## src/rtl/poly_matvec_scheduler.sv

```systemverilog
// Drives a shared registered polynomial multiplier to compute t = A*s mod Q (K x K matrix).
// Define PMM_ADD_E_EN to latch an extra error vector e and produce t = A*s + e.
module poly_matvec_scheduler #(
    parameter int unsigned K  = 2,
    parameter int unsigned N  = 4,
    parameter int unsigned Q  = 17,
    parameter int unsigned CW = 32
) (
    input  logic                  clk,
    input  logic                  rst,
    input  logic                  in_valid,
    output logic                  in_ready,
    input  logic [K*K*N*CW-1:0]   a_flat,
    input  logic [K*N*CW-1:0]     s_flat,
`ifdef PMM_ADD_E_EN
    input  logic [K*N*CW-1:0]     e_flat,
`endif
    output logic                  out_valid,
    input  logic                  out_ready,
    output logic [K*N*CW-1:0]     t_flat,
    output logic                  mul_en,
    output logic [N*CW-1:0]       mul_a,
    output logic [N*CW-1:0]       mul_b,
    input  logic [N*CW-1:0]       mul_res,
    output logic                  busy
);

    localparam int unsigned IW      = (K > 1) ? $clog2(K) : 1;
    localparam logic [IW-1:0] LastIdx = IW'(K - 1);
    localparam logic [CW-1:0] QV      = CW'(Q);

    typedef enum logic [2:0] {
        StIdle,
        StIssue,
        StAcc,
`ifdef PMM_ADD_E_EN
        StAddE,
`endif
        StDone
    } state_e;

    state_e          state_q;
    logic [CW-1:0]   a_q   [K][K][N];
    logic [CW-1:0]   s_q   [K][N];
`ifdef PMM_ADD_E_EN
    logic [CW-1:0]   e_q   [K][N];
    logic            to_adde;
`endif
    logic [CW-1:0]   acc_q   [K][N];
    logic [CW-1:0]   acc_upd [K][N];
    logic [IW-1:0]   i_q, j_q, nxt_i, nxt_j;
    logic            row_last, to_done;
    logic [CW-1:0]   addend, row_sum;
    logic [N*CW-1:0] issue_a, issue_b;
    logic [K*N*CW-1:0] upd_flat;

    always_comb begin
        row_last = (j_q == LastIdx);
        nxt_i    = row_last ? i_q + IW'(1) : i_q;
        nxt_j    = row_last ? '0 : j_q + IW'(1);
`ifdef PMM_ADD_E_EN
        to_adde  = (state_q == StAcc) && row_last;
        to_done  = (state_q == StAddE) && (i_q == LastIdx);
`else
        to_done  = row_last && (i_q == LastIdx);
`endif
        acc_upd = acc_q;
        addend  = '0;
        row_sum = '0;
        // Current row gains either the normalized product or e[i]; both stay below 2Q-1.
        for (int c = 0; c < N; c++) begin
            addend = mul_res[c*CW +: CW];
            if (addend[CW-1]) addend = addend + QV;
`ifdef PMM_ADD_E_EN
            if (state_q == StAddE) addend = e_q[i_q][c];
`endif
            row_sum = acc_q[i_q][c] + addend;
            if (row_sum >= QV) row_sum = row_sum - QV;
            acc_upd[i_q][c] = row_sum;
        end
        for (int c = 0; c < N; c++) begin
            issue_a[c*CW +: CW] = a_q[nxt_i][nxt_j][c];
            issue_b[c*CW +: CW] = s_q[nxt_j][c];
        end
        for (int i = 0; i < K; i++) begin
            for (int c = 0; c < N; c++) begin
                upd_flat[(i*N+c)*CW +: CW] = acc_upd[i][c];
            end
        end
    end

    always_ff @(posedge clk) begin
        if (rst) begin
            state_q   <= StIdle;
            in_ready  <= 1'b1;
            out_valid <= 1'b0;
            mul_en    <= 1'b0;
            busy      <= 1'b0;
            mul_a     <= '0;
            mul_b     <= '0;
            t_flat    <= '0;
            i_q       <= '0;
            j_q       <= '0;
            for (int i = 0; i < K; i++) begin
                for (int c = 0; c < N; c++) begin
                    for (int j = 0; j < K; j++) a_q[i][j][c] <= '0;
                    s_q[i][c]   <= '0;
                    acc_q[i][c] <= '0;
`ifdef PMM_ADD_E_EN
                    e_q[i][c]   <= '0;
`endif
                end
            end
        end else begin
            mul_en <= 1'b0;
            case (state_q)
                StIdle: begin
                    if (in_valid) begin
                        for (int i = 0; i < K; i++) begin
                            for (int c = 0; c < N; c++) begin
                                for (int j = 0; j < K; j++) begin
                                    a_q[i][j][c] <= a_flat[((i*K+j)*N+c)*CW +: CW];
                                end
                                s_q[i][c]   <= s_flat[(i*N+c)*CW +: CW];
                                acc_q[i][c] <= '0;
`ifdef PMM_ADD_E_EN
                                e_q[i][c]   <= e_flat[(i*N+c)*CW +: CW];
`endif
                            end
                        end
                        // First product is issued straight from the ports; latched copies lag.
                        i_q      <= '0;
                        j_q      <= '0;
                        mul_en   <= 1'b1;
                        mul_a    <= a_flat[0 +: N*CW];
                        mul_b    <= s_flat[0 +: N*CW];
                        in_ready <= 1'b0;
                        busy     <= 1'b1;
                        state_q  <= StIssue;
                    end
                end
                StIssue: state_q <= StAcc;
                StDone: begin
                    if (out_ready) begin
                        out_valid <= 1'b0;
                        in_ready  <= 1'b1;
                        busy      <= 1'b0;
                        state_q   <= StIdle;
                    end
                end
                default: begin
                    acc_q <= acc_upd;
                    if (to_done) begin
                        out_valid <= 1'b1;
                        t_flat    <= upd_flat;
                        state_q   <= StDone;
                    end
`ifdef PMM_ADD_E_EN
                    else if (to_adde) begin
                        state_q <= StAddE;
                    end
`endif
                    else begin
                        i_q     <= nxt_i;
                        j_q     <= nxt_j;
                        mul_en  <= 1'b1;
                        mul_a   <= issue_a;
                        mul_b   <= issue_b;
                        state_q <= StIssue;
                    end
                end
            endcase
        end
    end

endmodule

```

## config.mk

```make
export PLATFORM = sky130hd
export DESIGN_NAME = poly_matvec_scheduler
export DESIGN_NICKNAME = d
export VERILOG_FILES = /design/src/rtl/poly_matvec_scheduler.sv
export SDC_FILE = /design/constraint.sdc
export NUM_CORES = 2
export LEC_CHECK = 0
export CAP_MARGIN = 20
export CORE_AREA = 2 2 546 548
export DETAILED_ROUTE_END_ITERATION = 16
export DIE_AREA = 0 0 548 550
export GPL_TIMING_DRIVEN = 1
export HOLD_SLACK_MARGIN = 0.06
export PLACE_DENSITY_LB_ADDON = 0.25
export RECOVER_POWER = 50
export SETUP_SLACK_MARGIN = 0.3
export SKIP_LAST_GASP = 1
export SLEW_MARGIN = 10
export SYNTH_ARGS = -nofsm -noshare
export SYNTH_HDL_FRONTEND = slang
export SYNTH_SLANG_ARGS = --single-unit
export TNS_END_PERCENT = 30
```

## constraint.sdc

```tcl
create_clock -name clk -period 45.4 [get_ports clk]
set_input_delay 11.35 -clock clk [delete_from_list [all_inputs] [get_ports clk]]
set_output_delay 11.35 -clock clk [all_outputs]
set_load 0.005 [all_outputs]
```

==> impl_metrics.xml <==
<?xml version="1.0" encoding="UTF-8"?>
<metrics>
  <group name="floorplan">
    <metric name="chipWidth" unit="um">548</metric>
    <metric name="fp-row-count" unit="">200</metric>
    <metric name="floorplan.core_area" unit="sq um">296000</metric>
    <metric name="floorplan.die_area" unit="sq um">301000</metric>
    <metric name="ioPinCount" unit="">1416</metric>
    <metric name="die_y" unit="um">550</metric>
    <metric name="initial_utilization" unit="">0.263</metric>
  </group>
  <group name="logic_synthesis">
    <metric name="synth_simple_gate_area_frac" unit="">0.181</metric>
    <metric name="yosysSeqAreaShare" unit="">0.497</metric>
    <metric name="synthesis.area_per_instance" unit="sq um">10.2</metric>
    <metric name="synth_xor_xnor_area_share" unit="">0.0366</metric>
    <metric name="synth_top_area_cell" unit="">edfxtp_1</metric>
    <metric name="synth-main-ff-cell" unit="">dfxtp_1</metric>
    <metric name="synth-adder-area-share" unit="">0.0231</metric>
    <metric name="syn_inst" unit="">7611</metric>
    <metric name="synth_cell_type_count" unit="">109</metric>
    <metric name="synth_edf_count" unit="">768</metric>
    <metric name="ys_top_cells_by_area" unit="">edfxtp_1 (30%), dfxtp_1 (20%), and2_1 (6.5%), nand2_1 (4.9%), mux4_2 (3.7%)</metric>
    <metric name="synth-seq-cells" unit="">1544</metric>
    <metric name="synth-compound-area-share" unit="">0.148</metric>
    <metric name="synth.cell_area" unit="sq um">77700</metric>
    <metric name="synth_largest_type_area_fraction" unit="">0.297</metric>
    <metric name="synth_top_family_by_area" unit="">simple AND/OR/NAND/NOR gates</metric>
    <metric name="post_synth_net_total" unit="">8652</metric>
    <metric name="synth-async-reset-ratio" unit="">0</metric>
    <metric name="mux_share_of_post_synthesis_cell_area" unit="">0.0814</metric>
    <metric name="synthesis.yosys.warnings" unit="">0</metric>
  </group>
  <group name="route">
    <metric name="drt_iter0_drc" unit="">5902</metric>
    <metric name="detail_route.vias_per_cell" unit="">5.12</metric>
    <metric name="routedWlPerCell" unit="um">27.7</metric>
    <metric name="detailroute.via_count" unit="">65943</metric>
    <metric name="totalWireLength" unit="um">356000</metric>
    <metric name="final_antenna_net_count" unit="">0</metric>
    <metric name="firstDrtPassIters" unit="">5</metric>
    <metric name="drt_drc_violations_left" unit="">0</metric>
  </group>
  <group name="run">
    <metric name="number_of_maximum_capacitance_violations" unit="">18</metric>
  </group>
  <group name="clocking">
    <metric name="ctsResizeCount" unit="">0</metric>
    <metric name="cts_root_buf" unit="">clkbuf_16</metric>
    <metric name="tritoncts.num_buffers" unit="">184</metric>
    <metric name="post-cts-setup-buffers" unit="">0</metric>
    <metric name="clock_pin_slew_of_the_registers_on_the_worst_case_setup_and_hold_paths" unit="ns">0.06</metric>
    <metric name="cts-root-to-sink-buffers" unit="">4</metric>
    <metric name="cts.hold.buffers_added" unit="">0</metric>
    <metric name="insertion_delay" unit="ns">0.86</metric>
    <metric name="tritoncts" unit="">yes</metric>
    <metric name="tritoncts_num_sinks" unit="">1544</metric>
    <metric name="htree_num_levels" unit="">4</metric>
  </group>
  <group name="power_and_ir_drop">
    <metric name="irDropWorstVdd" unit="uV">29.6</metric>
    <metric name="power.static_leakage" unit="nW">37.7</metric>
    <metric name="powerDensity" unit="nW/um^2">36.2</metric>
  </group>
  <group name="sta">
    <metric name="worstMarginPinSlew" unit="ns">9.66</metric>
    <metric name="grt_setup_unrepaired" unit="">false</metric>
    <metric name="timing.final.setup_violations" unit="">0</metric>
    <metric name="timing.final.hold_violations" unit="">0</metric>
    <metric name="whs" unit="ns">0.448</metric>
    <metric name="timing.final.max_slew_violations" unit="">1399</metric>
    <metric name="fin_setup_tns" unit="ns">0</metric>
    <metric name="fin_skew" unit="ns">0.0863</metric>
    <metric name="finalCritPeriodShare" unit="">0.566</metric>
    <metric name="maxSlewHeadroom" unit="">-5.44</metric>
    <metric name="min_period" unit="ns">25.71</metric>
    <metric name="maxClockFrequency" unit="MHz">38.9</metric>
  </group>
  <group name="worst_setup_path">
    <metric name="critical-path-max-stage-delay" unit="ns">6.75</metric>
    <metric name="cp_slowest_cell" unit="">clkbuf_1</metric>
    <metric name="setup.worst_path.start_class" unit="">input pin</metric>
    <metric name="worst_r2r_path_cells" unit="">6</metric>
    <metric name="timing.critical_path.required" unit="ns">45.98</metric>
    <metric name="critPathTopFamily" unit="">buffers and inverters</metric>
    <metric name="count_of_buffer_and_inverter_cells_on_the_critical_path" unit="">4</metric>
    <metric name="critical-path-top-cell-by-count" unit="">clkbuf_1</metric>
    <metric name="worstPathCellList" unit="">clkbuf_1 &gt; clkinvlp_2 &gt; and3_1 &gt; clkbuf_1 &gt; buf_4 &gt; and2_1</metric>
    <metric name="timing.critical_path.to_type" unit="">flip-flop</metric>
    <metric name="timing.critical_path.arrival" unit="ns">26.29</metric>
    <metric name="depth_of_the_critical_timing_path_with_buffers_and_inverters_included" unit="">6</metric>
    <metric name="setup.worst_path.class" unit="">input pin to flip-flop</metric>
    <metric name="worstPathMaxFanout" unit="">263</metric>
  </group>
  <group name="min_path">
    <metric name="worst_hold_path_depth" unit="">2</metric>
    <metric name="hold_path.class" unit="">flip-flop to flip-flop</metric>
  </group>
  <group name="global_route">
    <metric name="via_count_of_the_first_global_routing_pass" unit="">64130</metric>
    <metric name="grt_start_max_net_pins" unit="">264</metric>
    <metric name="overflow_left_after_global_routing" unit="">0</metric>
    <metric name="grt_first_pass_wirelength" unit="um">494000</metric>
    <metric name="global_routing_usage_summed_across_all_routing_layers" unit="">0.226</metric>
    <metric name="grt_antenna_before_repair" unit="">204</metric>
  </group>
  <group name="status">
    <metric name="status" unit="">finished, violations left</metric>
    <metric name="violated_checks" unit="">max-capacitance violations, max-slew violations</metric>
  </group>
  <group name="placed_design">
    <metric name="dp_hpwl" unit="um">270000</metric>
    <metric name="gp_congestion" unit="">0.915</metric>
    <metric name="portBuffers" unit="">1415</metric>
  </group>
  <group name="layout">
    <metric name="register_area" unit="sq um">38600</metric>
    <metric name="filler_cell_count" unit="">29734</metric>
    <metric name="multi_input_area" unit="sq um">36700</metric>
    <metric name="mostFrequentLayoutCell" unit="">nand2_1</metric>
    <metric name="number_of_nets_at_the_end_of_the_flow" unit="">9769</metric>
    <metric name="most_used_cells_in_the_layout_excluding_fill_and_tap_cells" unit="">nand2_1 (1008), clkdlybuf4s50_1 (896), dfxtp_1 (774)</metric>
    <metric name="fraction_of_layout_cells_with_a_size_suffix_above_1" unit="">0.0804</metric>
    <metric name="synthToLayoutAreaGrowth" unit="%">30.5</metric>
  </group>
</metrics>
-- worst min-delay path: stages (launching register included) --
cell     delay (ns)
dfxtp_1        0.32
nand2_1        0.04
o21ai_0        0.05
-- metal layers --
| metal | part of all wire | vias up | GRT usage | wire length, um |
|---|---|---|---|---|
| met5 | 0.0022 | - | 0 | 790 |
| met2 | 0.48 | 2573 | 0.379 | 172000 |
| met4 | 0.038 | 122 | 0.0925 | 13700 |
| met1 | 0.39 | 32564 | 0.268 | 138000 |
| met3 | 0.090 | 631 | 0.0710 | 31900 |
| li1 | - | 30053 | - | - |
-- synth_stat cells (137+ instances only) --
cell type,instances
mux2i_1,197
a21oi_1,415
edfxtp_1,768
nor2_1,350
o211ai_1,183
and2_1,801
dfxtp_1,776
xnor2_1,213
o21ai_0,433
ha_1,137
nand2_1,1011
clkbuf_1,476
-- path summary, 6_finish.rpt --
| kind | startpoint | endpoint | slack [ns] |
|---|---|---|---|
| worst max-delay path | rst | a_q[1][204] | 19.69 |
| worst min-delay path | mul_a[38] | mul_a[38] | 0.45 |
| worst max register to register | state_q[1] | a_q[1][204] | 32.45 |
| worst min register to register | mul_a[38] | mul_a[38] | 0.45 |
-- sequential cells by signal, summed over array words and instances (netlist names) --
register	flops
a_q	512
acc_q	256
s_q	256
t_flat	256
mul_a	128
mul_b	128
state_q	2
busy	1
i_q	1
in_ready	1
j_q	1
mul_en	1
out_valid	1
-- through the flow --
step           total power, mW   util  setup WS, ns  instance area (sq um)  std cells
3_5_place_dp              2.18  0.322         27.01                  95200      12481
2_1_floorplan             1.93      -         15.78                  77700       7611
4_1_cts                   3.70  0.343         27.87                 101000      12817
6_report                  3.67  0.343         19.69                 101000      12884
5_1_grt                   3.80  0.343         18.02                 101000      12865
3_3_place_gp              2.18  0.322         27.08                  95200      12480
-- cell families after synthesis --
family	Yosys count
DFF	1544
and+or+nand+nor	2797
buffers and inverters	608
xor gates and xnor gates	323
AOI/OAI and AO/OA	1743
muxes	455
adders and majority gates	141
-- power by group --
| part | internal, mW | switching (mW) | leakage [nW] |
|---|---|---|---|
| clock network | 0.884 | 0.637 | 2.99 |
| logic | 0.228 | 0.329 | 20.1 |
| registers | 1.56 | 0.0366 | 14.6 |
| total | 2.67 | 1.00 | 37.7 |
-- cell type report --
class                      count  share of cell area
antenna                       67             0.00165
inverter                      52             0.00199
timing repair buffer        1487               0.145
clock buffer                 266              0.0519
tap                         3939              0.0486
sequential                  1544               0.381
multi-input combinational   5459               0.362
clock inverter                70             0.00854
Note: power is estimated with default switching activity, not from simulation.
